===== src/rtl/tx_fire_ctrl.sv =====
// Transmit burst controller: fires a delayed bipolar pulse burst per channel,
// then pulses done/rx_start once every channel's burst has finished.
module tx_fire_ctrl #(
  parameter int NUM_CH  = 4,
  parameter int DELAY_W = 8,
  parameter int HP_W    = 4,
  parameter int CYC_W   = 4
) (
  input  logic                        clk,
  input  logic                        reset,
  input  logic                        start,
  input  logic [NUM_CH*DELAY_W-1:0]   delay_flat,
  input  logic [HP_W-1:0]             half_period,
  input  logic [CYC_W-1:0]            num_cycles,
  output logic [NUM_CH-1:0]           tx_p,
  output logic [NUM_CH-1:0]           tx_n,
  output logic [NUM_CH-1:0]           tx_en,
  output logic                        busy,
  output logic                        done,
  output logic                        rx_start,
  output logic [1:0]                  debug_state
);

  localparam int T_W = DELAY_W + HP_W + CYC_W + 1;

  typedef enum logic [1:0] {
    S_IDLE = 2'd0,
    S_FIRE = 2'd1,
    S_DONE = 2'd2
  } state_t;

  state_t                     r_state;
  logic [NUM_CH*DELAY_W-1:0]  r_delay;
  logic [HP_W-1:0]            r_hp;
  logic [T_W-1:0]             r_burst;
  logic [T_W-1:0]             r_t;
  logic [T_W-1:0]             r_last;
  logic [HP_W-1:0]            r_ph [NUM_CH];
  logic [NUM_CH-1:0]          r_tx_p;
  logic [NUM_CH-1:0]          r_tx_n;
  logic [NUM_CH-1:0]          r_tx_en;
  logic                       r_busy;
  logic                       r_done;
  logic                       r_rx_start;

  logic                       w_launch;
  logic                       w_fire_next;
  logic [HP_W-1:0]            w_hp_in;
  logic [HP_W-1:0]            w_hp_sel;
  logic [T_W-1:0]             w_burst_in;
  logic [T_W-1:0]             w_burst_sel;
  logic [NUM_CH*DELAY_W-1:0]  w_delay_sel;
  logic [T_W-1:0]             w_t_next;
  logic [DELAY_W-1:0]         w_max_d;
  logic [NUM_CH-1:0]          w_p_next;
  logic [NUM_CH-1:0]          w_n_next;
  logic [HP_W-1:0]            w_ph_next [NUM_CH];

  // Outputs are registered, so each edge computes the waveform for the
  // upcoming value of t; on the launch edge that uses the live inputs.
  assign w_launch    = (r_state == S_IDLE) && start;
  assign w_hp_in     = (half_period == '0) ? HP_W'(1) : half_period;
  assign w_burst_in  = T_W'({w_hp_in, 1'b0}) * T_W'(num_cycles);
  assign w_hp_sel    = w_launch ? w_hp_in    : r_hp;
  assign w_burst_sel = w_launch ? w_burst_in : r_burst;
  assign w_delay_sel = w_launch ? delay_flat : r_delay;
  assign w_t_next    = w_launch ? '0 : r_t + T_W'(1);
  assign w_fire_next = (w_launch && (num_cycles != '0)) ||
                       ((r_state == S_FIRE) && (r_t != r_last));

  always_comb begin
    w_max_d = '0;
    for (int i = 0; i < NUM_CH; i++) begin
      if (delay_flat[i*DELAY_W +: DELAY_W] > w_max_d)
        w_max_d = delay_flat[i*DELAY_W +: DELAY_W];
    end
  end

  genvar gi;
  generate
    for (gi = 0; gi < NUM_CH; gi++) begin : g_ch
      logic [T_W-1:0] w_d_ext;
      logic           w_in_win;
      logic           w_first;
      logic           w_toggle;

      assign w_d_ext  = T_W'(w_delay_sel[gi*DELAY_W +: DELAY_W]);
      assign w_in_win = w_fire_next && (w_t_next >= w_d_ext) &&
                        (w_t_next < w_d_ext + w_burst_sel);
      assign w_first  = (w_t_next == w_d_ext);
      // r_ph counts cycles already spent in the current half period.
      assign w_toggle = (r_ph[gi] == w_hp_sel);

      assign w_p_next[gi]  = w_in_win & (w_first | (w_toggle ? r_tx_n[gi] : r_tx_p[gi]));
      assign w_n_next[gi]  = w_in_win & ~w_first & (w_toggle ? r_tx_p[gi] : r_tx_n[gi]);
      assign w_ph_next[gi] = !w_in_win ? '0 :
                             (w_first || w_toggle) ? HP_W'(1) : r_ph[gi] + HP_W'(1);
    end
  endgenerate

  always_ff @(posedge clk) begin
    if (reset) begin
      r_state    <= S_IDLE;
      r_delay    <= '0;
      r_hp       <= '0;
      r_burst    <= '0;
      r_t        <= '0;
      r_last     <= '0;
      r_tx_p     <= '0;
      r_tx_n     <= '0;
      r_tx_en    <= '0;
      r_busy     <= 1'b0;
      r_done     <= 1'b0;
      r_rx_start <= 1'b0;
      for (int i = 0; i < NUM_CH; i++) r_ph[i] <= '0;
    end else begin
      r_tx_p     <= w_p_next;
      r_tx_n     <= w_n_next;
      r_tx_en    <= w_p_next | w_n_next;
      r_done     <= 1'b0;
      r_rx_start <= 1'b0;
      for (int i = 0; i < NUM_CH; i++) r_ph[i] <= w_ph_next[i];

      case (r_state)
        S_IDLE: begin
          if (start) begin
            r_delay <= delay_flat;
            r_hp    <= w_hp_in;
            r_burst <= w_burst_in;
            r_t     <= '0;
            r_last  <= T_W'(w_max_d) + w_burst_in - T_W'(1);
            r_busy  <= 1'b1;
            if (num_cycles == '0) begin
              r_state    <= S_DONE;
              r_done     <= 1'b1;
              r_rx_start <= 1'b1;
            end else begin
              r_state <= S_FIRE;
            end
          end
        end
        S_FIRE: begin
          r_t <= r_t + T_W'(1);
          if (r_t == r_last) begin
            r_state    <= S_DONE;
            r_done     <= 1'b1;
            r_rx_start <= 1'b1;
          end
        end
        S_DONE: begin
          r_state <= S_IDLE;
          r_busy  <= 1'b0;
        end
        default: begin
          r_state <= S_IDLE;
          r_busy  <= 1'b0;
        end
      endcase
    end
  end

  assign tx_p        = r_tx_p;
  assign tx_n        = r_tx_n;
  assign tx_en       = r_tx_en;
  assign busy        = r_busy;
  assign done        = r_done;
  assign rx_start    = r_rx_start;
  assign debug_state = r_state;

endmodule


===== config.mk =====
export PLATFORM = sky130hd
export DESIGN_NAME = tx_fire_ctrl
export DESIGN_NICKNAME = d
export VERILOG_FILES = /design/src/rtl/tx_fire_ctrl.sv
export SDC_FILE = /design/constraint.sdc
export NUM_CORES = 1
export LEC_CHECK = 0
export BUFFER_PORTS_ARGS = -buffer_cell sky130_fd_sc_hd__buf_4
export CORE_MARGIN = 3
export CORE_UTILIZATION = 57
export CTS_CLUSTER_SIZE = 40
export DETAILED_ROUTE_END_ITERATION = 8
export GPL_TIMING_DRIVEN = 1
export HOLD_SLACK_MARGIN = 0.15
export PLACE_DENSITY = 0.79
export SETUP_SLACK_MARGIN = 0.15
export SYNTH_ARGS = -nofsm -noshare
export SYNTH_HDL_FRONTEND = slang
export SYNTH_SLANG_ARGS = --single-unit

===== constraint.sdc =====
create_clock -name clk -period 6.5 [get_ports clk]
set_input_delay 0 -clock clk [delete_from_list [all_inputs] [get_ports clk]]
set_output_delay 0 -clock clk [all_outputs]
set_load 0.02 [all_outputs]

==> impl_metrics.json, run 1 <==
{
  "wire_per_inst_um": 16.7,
  "synth_nets": 1303,
  "cts_tree": "yes",
  "final_cell_mix": "ha_1, nor2_1, dfxtp_1, inv_1, nand2_1",
  "cp_max_fo": 7,
  "n_antenna_cell": 0,
  "gp_congestion": 0.872,
  "ys_seq_elements": 104,
  "die_area_um2": 17700,
  "cp_common_cell": "ha_1",
  "hold_ws_ns": 0.127,
  "leakagePower_nw": 5.05,
  "final_core_util": 0.685,
  "worst_slew_pin_slew_ns": 0.910,
  "io_buffers": 59,
  "coreArea_um2": 15500,
  "drive_above_1_share": 0.118,
  "grt.met3_usage": 0.0388,
  "rows": 45,
  "hp-class": "input pin to register",
  "ctsRootBufferMaster": "clkbuf_16",
  "syn_area_um2": 9200,
  "min_from": "reset",
  "layout_commonest_cell": "ha_1",
  "fin_crit_sh": 0.933,
  "synth-compound-area-share": 0.167,
  "grt.total_usage": 0.261,
  "area_delta_synth_final_pct": 15.3,
  "timing.rr.end": "r_ph[3][1]",
  "antenna_found_initial": 0,
  "drt-vias-per-instance": 5.80,
  "ios": 60,
  "drc_errors": 0,
  "grt_max_degree": 63,
  "dp_hpwl_um": 17100,
  "synth_fa_ha_area_frac": 0.229,
  "synth.area.mux_share": 0.0588,
  "end_kind": "register",
  "r2r_cells": 19,
  "gr-usage-met2": 0.455,
  "yosysWarningCount": 0,
  "slew_violations": 0,
  "first_global_vias": 7774,
  "r2r_start": "debug_state[0]",
  "min_path_cells": 2,
  "fin_skew_ns": 0.00604,
  "rsz0062_at_grt": "no",
  "vias": 8113,
  "clock_latency_ns": 0.36,
  "arrival_ns": 6.36,
  "initial_core_util": 0.594,
  "yosysTopAreaCellShare": 0.226,
  "synth_top_family_by_area": "adder cells",
  "relSlewSlack": 0.387,
  "ys.flop_type": "dfxtp_1",
  "dieWidth_um": 133,
  "async_flop_share": 0,
  "synth_area_leader_cell": "dfxtp_1",
  "fin_nets": 1388,
  "busiest_layer": "met2",
  "synth.avg_cell_area_um2": 8.38,
  "setup_viol": 0,
  "first_pass_iters": 6,
  "dieHeight_um": 133,
  "critPathLaunchType": "input pin",
  "numCtsBuffers": 9,
  "synthSimpleGateAreaFrac": 0.186,
  "rrSetupSlack_ns": 1.48,
  "criticalPathCategory": "input pin to register",
  "hold_violations": 0,
  "required_ns": 6.80,
  "grt_remaining_overflow": 0,
  "grt_pass1_wl_um": 37900,
  "period_needed_ns": 6.06,
  "synth-xor-area-share": 0.0743,
  "status": "completed",
  "total_power_mw": 3.28,
  "syn_inst": 1097,
  "cap_violations": 0,
  "htree_levels": 3,
  "ir_worst_vdd_mv": 0.169,
  "cts_buffer_depth": 2,
  "clkSinkCount": 104,
  "fin_setup_tns_ns": 0,
  "clkTransAtPathRegs_ns": 0.07,
  "fill_cells": 1242,
  "synth_area_leaders": "dfxtp_1, ha_1, mux2i_1",
  "drt_wl_total_um": 23300,
  "ys_types": 77,
  "hold_end": "r_hp[3]",
  "slowest_delay_ns": 0.53,
  "max_freq_mhz": 165,
  "seq_area_frac_synth": 0.226,
  "slowest_stage": "dlygate4sd3_1",
  "synth_edf_count": 0,
  "p_per_area_nw_per_um2": 310,
  "postRouteAntennaNets": 0,
  "drt-initial-drc-count": 481,
  "grt_use_met1": 0.322
}
-- where the power goes --
part / internal [mW] / total (mW) / switching [mW]
Sequential: 0.715 / 0.765 / 0.0498
Combinational: 0.839 / 1.93 / 1.09
Clock: 0.340 / 0.585 / 0.245
Total: 1.89 / 3.28 / 1.39
-- critical path: cells and delay by family --
family                   cells  cell delay (ns)
AO/OA/AOI/OAI               17             2.97
adder cells (fa/ha/maj)      5             1.35
buffers and inverters        6             1.08
AND/OR/NAND/NOR              5             0.61
multiplexers                 1             0.34
-- Yosys cell counts (4+ instances only) --
cell type  count
mux2i_4        4
o21bai_1      10
nor4_1         6
a21oi_1       73
a21o_1        10
a22oi_1        7
a211oi_1       4
a31oi_1        6
o21a_1        15
o211ai_1      12
xnor2_1       46
buf_2         13
ha_1         154
clkbuf_1      21
and2_2         4
nand3_1       15
and2_1        18
o21ai_0       61
and3_1         8
nand2_1       79
inv_1         90
nand4_1       17
xor2_1        32
dfxtp_1      104
nor2b_1       17
mux2i_1       45
fa_1           9
or4_1          4
nor2_1       107
nand2b_1      11
nor3_1        27
-- what timing repair did --
action                                 4_1_cts  5_1_grt
endpoints found under the hold margin       37        0
setup endpoints to repair                    0        7
hold buffers                                37        0
setup buffers                                0        5
resized for setup                            0       21
-- cell families (layout without fill, tap and decap cells) --
logic type / after synthesis / count (layout)
muxes: 49 / 49
AOI/OAI and AO/OA: 232 / 233
adders and majority gates: 163 / 163
DFF: 104 / 104
buffers and inverters: 131 / 220
xor gates and xnor gates: 78 / 78
and+or+nand+nor: 340 / 340
-- worst max-delay path by stage --
| stage | startpoint | to | cells past startpoint |
|---|---|---|---|
| 2_1_floorplan | delay_flat[2] | r_last[8] | 32 |
| 3_3_place_gp | delay_flat[10] | r_last[8] | 33 |
| 3_5_place_dp | delay_flat[2] | r_last[8] | 34 |
| 4_1_cts | delay_flat[14] | r_last[8] | 34 |
| 5_1_grt | delay_flat[4] | r_last[8] | 35 |
| 6_report | delay_flat[4] | r_last[8] | 34 |
-- metrics by stage --
| stage | instances | worst slack [ns] | area (um2) |
|---|---|---|---|
| 3_3_place_gp | 1339 | 0.184 | 9800 |
| 2_1_floorplan | 1097 | 0.263 | 9200 |
| 4_1_cts | 1392 | 0.153 | 10500 |
| 6_report | 1398 | 0.437 | 10600 |
| 5_1_grt | 1398 | 0.0653 | 10600 |
| 3_5_place_dp | 1339 | 0.0118 | 9800 |
-- registers in the layout, summed over array words and instances (netlist names) --
signal / cells
busy: 1
debug_state: 2
r_burst: 8
r_delay: 32
r_hp: 4
r_last: 11
r_ph: 16
r_t: 17
rx_start: 1
tx_en: 4
tx_n: 4
tx_p: 4
-- per-layer routing --
| layer | vias to the layer above | part of all wire |
|---|---|---|
| li1 | 4021 | - |
| met1 | 3820 | 0.43 |
| met2 | 209 | 0.49 |
| met3 | 63 | 0.042 |
| met4 | 0 | 0.037 |
| met5 | - | 0 |
-- cell type report --
| class | count | area, um2 | share of cell area |
|---|---|---|---|
| multi-input combinational | 863 | 6650 | 0.627 |
| sequential | 104 | 2080 | 0.196 |
| timing repair buffer | 114 | 952 | 0.0898 |
| inverter | 90 | 338 | 0.0319 |
| clock buffer | 14 | 284 | 0.0268 |
| tap | 211 | 264 | 0.0249 |
| clock inverter | 2 | 35.0 | 0.00330 |
Power figures use the tool's default switching activity.
==> run 2, diff against run 1 <==
- RECOVER_POWER: not set -> 25
==> impl_metrics.json, run 2 (synthesis gave the netlist of run 1 again) <==
{
  "min_path_cells": 2,
  "min_from": "reset",
  "antenna_found_initial": 0,
  "max_freq_mhz": 166,
  "slew_violations": 0,
  "ir_worst_vdd_mv": 0.167,
  "layout_commonest_cell": "ha_1",
  "crit_family": "compound AO/OA/AOI/OAI gates",
  "final_cell_mix": "ha_1, nor2_1, dfxtp_1, inv_1, nand2_1",
  "status": "completed",
  "relSlewSlack": 0.386,
  "fin_setup_tns_ns": 0,
  "worst_slew_pin_slew_ns": 0.912,
  "drc_errors": 0,
  "p_per_area_nw_per_um2": 311,
  "cp_max_fo": 7,
  "required_ns": 6.79,
  "area_delta_synth_final_pct": 14.3,
  "rows": 45,
  "ctsRootBufferMaster": "clkbuf_16",
  "n_antenna_cell": 0,
  "clkSinkCount": 104,
  "die_area_um2": 17700,
  "drt-vias-per-instance": 5.80,
  "largest_registers": "r_delay x32, r_t x17, r_ph x16",
  "rsz0062_at_grt": "no",
  "clock_latency_ns": 0.36,
  "hold_violations": 0,
  "r2r_cells": 17,
  "timing.rr.end": "r_ph[0][2]",
  "critPathLaunchType": "input pin",
  "dp_hpwl_um": 17100,
  "drt-initial-drc-count": 469,
  "cap_violations": 0,
  "cp_common_cell": "ha_1",
  "fin_crit_sh": 0.928,
  "dieWidth_um": 133,
  "drt_wl_total_um": 23300,
  "slowest_stage": "dlygate4sd3_1",
  "slowest_delay_ns": 0.53,
  "cts_tree": "yes",
  "postRouteAntennaNets": 0,
  "total_power_mw": 3.27,
  "gp_congestion": 0.872,
  "setup_viol": 0,
  "grt_max_degree": 63,
  "r2r_start": "debug_state[0]",
  "grt.total_usage": 0.261,
  "first_global_vias": 7774,
  "first_pass_iters": 5,
  "hold_end": "r_hp[3]",
  "drive_above_1_share": 0.100,
  "cts_buffer_depth": 2,
  "htree_levels": 3,
  "ios": 60,
  "criticalPathCategory": "input pin to register",
  "fin_nets": 1388,
  "end_kind": "register",
  "wire_per_inst_um": 16.7,
  "regMostFlops": "r_delay",
  "vias": 8104,
  "leakagePower_nw": 4.95,
  "largest_reg_flops": 32,
  "io_buffers": 59,
  "numCtsBuffers": 9,
  "period_needed_ns": 6.03,
  "initial_core_util": 0.594,
  "fin_skew_ns": 0.00570,
  "grt_pass1_wl_um": 37900,
  "hp-class": "input pin to register",
  "clkTransAtPathRegs_ns": 0.07,
  "fill_cells": 1272,
  "rrSetupSlack_ns": 1.39,
  "grt_remaining_overflow": 0,
  "arrival_ns": 6.32,
  "coreArea_um2": 15500,
  "dieHeight_um": 133,
  "path_buf_inv": 7
}
[run 2: cell count changes in the layout (fill, tap and decap cells not counted)]
cell	before	now
nor4_4	1	0
and2_1	18	16
clkbuf_1	1	19
nor2b_2	2	1
nor2b_1	16	17
nor4_1	6	7
buf_4	76	58
mux2i_4	4	3
and2_0	0	2
mux2i_1	42	43
[run 2: worst max-delay path by stage]
stage | startpoint | to | slack [ns] | cells after the start
6_report | delay_flat[4] | r_last[8] | 0.47 | 35
5_1_grt | delay_flat[4] | r_last[8] | 0.07 | 35
4_1_cts | delay_flat[14] | r_last[8] | 0.15 | 34
3_5_place_dp | delay_flat[2] | r_last[8] | 0.01 | 34
3_3_place_gp | delay_flat[10] | r_last[8] | 0.18 | 33
2_1_floorplan | delay_flat[2] | r_last[8] | 0.26 | 32
[run 2: power breakdown]
part           switching, mW  internal, mW  leakage [nW]
Sequential            0.0487         0.715         0.847
Combinational           1.09         0.829          3.95
Clock                  0.242         0.340         0.159
Total                   1.39          1.89          4.95
[run 2: cell type report]
cell class                 count  area, um2  area share
multi-input combinational    863       6620       0.630
sequential                   104       2080       0.198
timing repair buffer         114        885      0.0842
inverter                      90        338      0.0322
clock buffer                  14        284      0.0270
tap                          211        264      0.0251
clock inverter                 2       35.0     0.00333
[run 2: metrics by stage]
step | instances | setup WS (ns) | util | instance area, um2 | hold WS, ns
5_1_grt | 1398 | 0.0653 | 0.679 | 10500 | 0.181
6_report | 1398 | 0.466 | 0.679 | 10500 | 0.137
2_1_floorplan | 1097 | 0.263 | - | 9200 | 0.158
3_5_place_dp | 1339 | 0.0118 | 0.633 | 9800 | 0.327
3_3_place_gp | 1339 | 0.184 | 0.633 | 9800 | 0.314
4_1_cts | 1392 | 0.153 | 0.678 | 10500 | 0.157
[run 2: routing by layer]
layer,part of all wire,GRT usage,vias to the layer above
li1,-,-,4021
met2,0.50,0.455,215
met1,0.43,0.322,3814
met4,0.034,0.105,0
met3,0.044,0.0388,54
met5,0,0,-
[run 2: repair_timing]
action,in CTS,in global routing
setup endpoints to repair,0,7
resized for setup,0,21
buffers inserted,0,5
hold endpoints to repair,37,0
hold buffers,37,0
==> run 3, diff against run 2 <==
- CORE_UTILIZATION: 57 -> 32
- CTS_BUF_LIST: not set -> sky130_fd_sc_hd__clkbuf_2
- PLACE_DENSITY: 0.79 -> not set
==> impl_metrics.json, run 3 (synthesis gave the netlist of run 1 again) <==
{
  "status": "finished with violations",
  "violations": "max-capacitance violations, max-slew violations",
  "ios": 60,
  "clkTransAtPathRegs_ns": 0.34,
  "die_area_um2": 30800,
  "crit_family": "compound AO/OA/AOI/OAI gates",
  "wire_per_inst_um": 15.1,
  "hold_violations": 0,
  "vias": 7996,
  "drt_wl_total_um": 24300,
  "grt_max_degree": 63,
  "required_ns": 7.09,
  "fin_cells": 1612,
  "regMostFlops": "r_delay",
  "setup_viol": 0,
  "max_freq_mhz": 162,
  "drt-initial-drc-count": 327,
  "arrival_ns": 6.75,
  "slew_violations": 37,
  "r2r_start": "debug_state[0]",
  "relSlewSlack": -0.0951,
  "first_global_vias": 7838,
  "coreArea_um2": 28100,
  "cp_common_cell": "ha_1",
  "drive_above_1_share": 0.0916,
  "dp.cells": 1509,
  "rows": 61,
  "rrSetupSlack_ns": 1.03,
  "grt_remaining_overflow": 0,
  "clkSinkCount": 104,
  "htree_levels": 3,
  "min_from": "delay_flat[16]",
  "timing.rr.end": "r_ph[3][1]",
  "largest_reg_flops": 32,
  "dp_hpwl_um": 18900,
  "min_path_cells": 5,
  "postRouteAntennaNets": 0,
  "path_buf_inv": 6,
  "cp_max_fo": 7,
  "first_pass_iters": 5,
  "grt_pass1_wl_um": 40200,
  "numCtsBuffers": 9,
  "worst_slew_pin_slew_ns": 1.64,
  "initial_core_util": 0.327,
  "grt.total_usage": 0.160,
  "fin_ws_ns": 0.341,
  "hp-class": "input pin to register",
  "end_kind": "register",
  "drc_errors": 0,
  "hold_end": "r_delay[16]",
  "total_power_mw": 3.04,
  "criticalPathCategory": "input pin to register",
  "clock_latency_ns": 0.66,
  "largest_registers": "r_delay x32, r_t x17, r_ph x16",
  "dieHeight_um": 176,
  "ir_worst_vdd_mv": 0.119,
  "ctsRootBufferMaster": "clkbuf_2",
  "r2r_cells": 19,
  "fin_nets": 1434,
  "dp_slack_ns": 0.140,
  "final_cell_mix": "ha_1, nor2_1, dfxtp_1, inv_1, dlygate4sd3_1",
  "leakagePower_nw": 5.14,
  "dieWidth_um": 176,
  "slowest_stage": "dlygate4sd3_1",
  "fin_crit_sh": 0.947,
  "period_needed_ns": 6.16,
  "p_per_area_nw_per_um2": 277,
  "layout_commonest_cell": "ha_1",
  "io_buffers": 59,
  "area_delta_synth_final_pct": 19.3,
  "slowest_delay_ns": 0.53,
  "cts_tree": "yes",
  "cts_buffer_depth": 2,
  "cap_violations": 1,
  "hold_ws_ns": 0.388,
  "fin_skew_ns": 0.0488,
  "critPathLaunchType": "input pin",
  "antenna_found_initial": 1,
  "final_core_util": 0.391,
  "gp_congestion": 0.845,
  "drt-vias-per-instance": 4.96
}
[run 3: cell types whose count changed in the layout (fill, tap and decap cells not counted), sizes merged]
cell and change:
clkinv +1, clkdlybuf4s15 +1, diode +1, inv +3, dlygate4sd3 +46, a21o -1
clkinvlp +1, buf -1, clkbuf -4
[run 3: worst min-delay path: stages]
cell	delay (ns)
dlygate4sd3_1	0.54
buf_4	0.14
inv_1	0.09
o21ai_0	0.12
and2_1	0.17
[run 3: metal layers]
metal	part of all wire	track usage	up-vias
met5	0	0	-
met4	0.022	0.0396	0
met3	0.037	0.0257	26
met2	0.49	0.283	139
met1	0.45	0.203	3722
li1	-	-	4109
[run 3: per-stage QoR]
| step | TNS (ns) | area (um2) |
|---|---|---|
| floorplan | 0 | 9200 |
| global placement | 0 | 10000 |
| detailed placement | 0 | 10000 |
| CTS | 0 | 11000 |
| global route | -0.0480 | 11000 |
| finish | 0 | 11000 |
[run 3: cell type report]
cell class	instances	area [um2]
diodes	1	2.50
clock buffers	9	45.0
clock inverters	7	77.6
fillers	2927	17100
inverters	90	338
multi-input cells	862	6610
flip-flops and latches	104	2080
well taps	378	473
repair buffers	161	1350
[run 3: worst max-delay path by stage]
stage                         startpoint   endpoint  slack, ns  cells past startpoint
after floorplan            delay_flat[2]  r_last[8]       0.26                     32
after global placement    delay_flat[10]  r_last[8]       0.25                     33
after detailed placement  delay_flat[10]  r_last[8]       0.14                     33
after CTS                 delay_flat[10]  r_last[8]       0.26                     34
after global routing       delay_flat[3]  r_last[8]      -0.05                     36
final                     delay_flat[10]  r_last[8]       0.34                     34
[run 3: timing repair]
action | CTS | global route
buffers inserted | 0 | 2
setup endpoints to repair | 0 | 4
hold buffers | 83 | 0
gates resized for setup | 0 | 10
endpoints found under the hold margin | 72 | 0
[run 3: where the power goes]
group          switching, mW  internal [mW]
combinational           1.08          0.854
sequential            0.0494          0.717
clock                  0.241         0.0942
total                   1.37           1.67
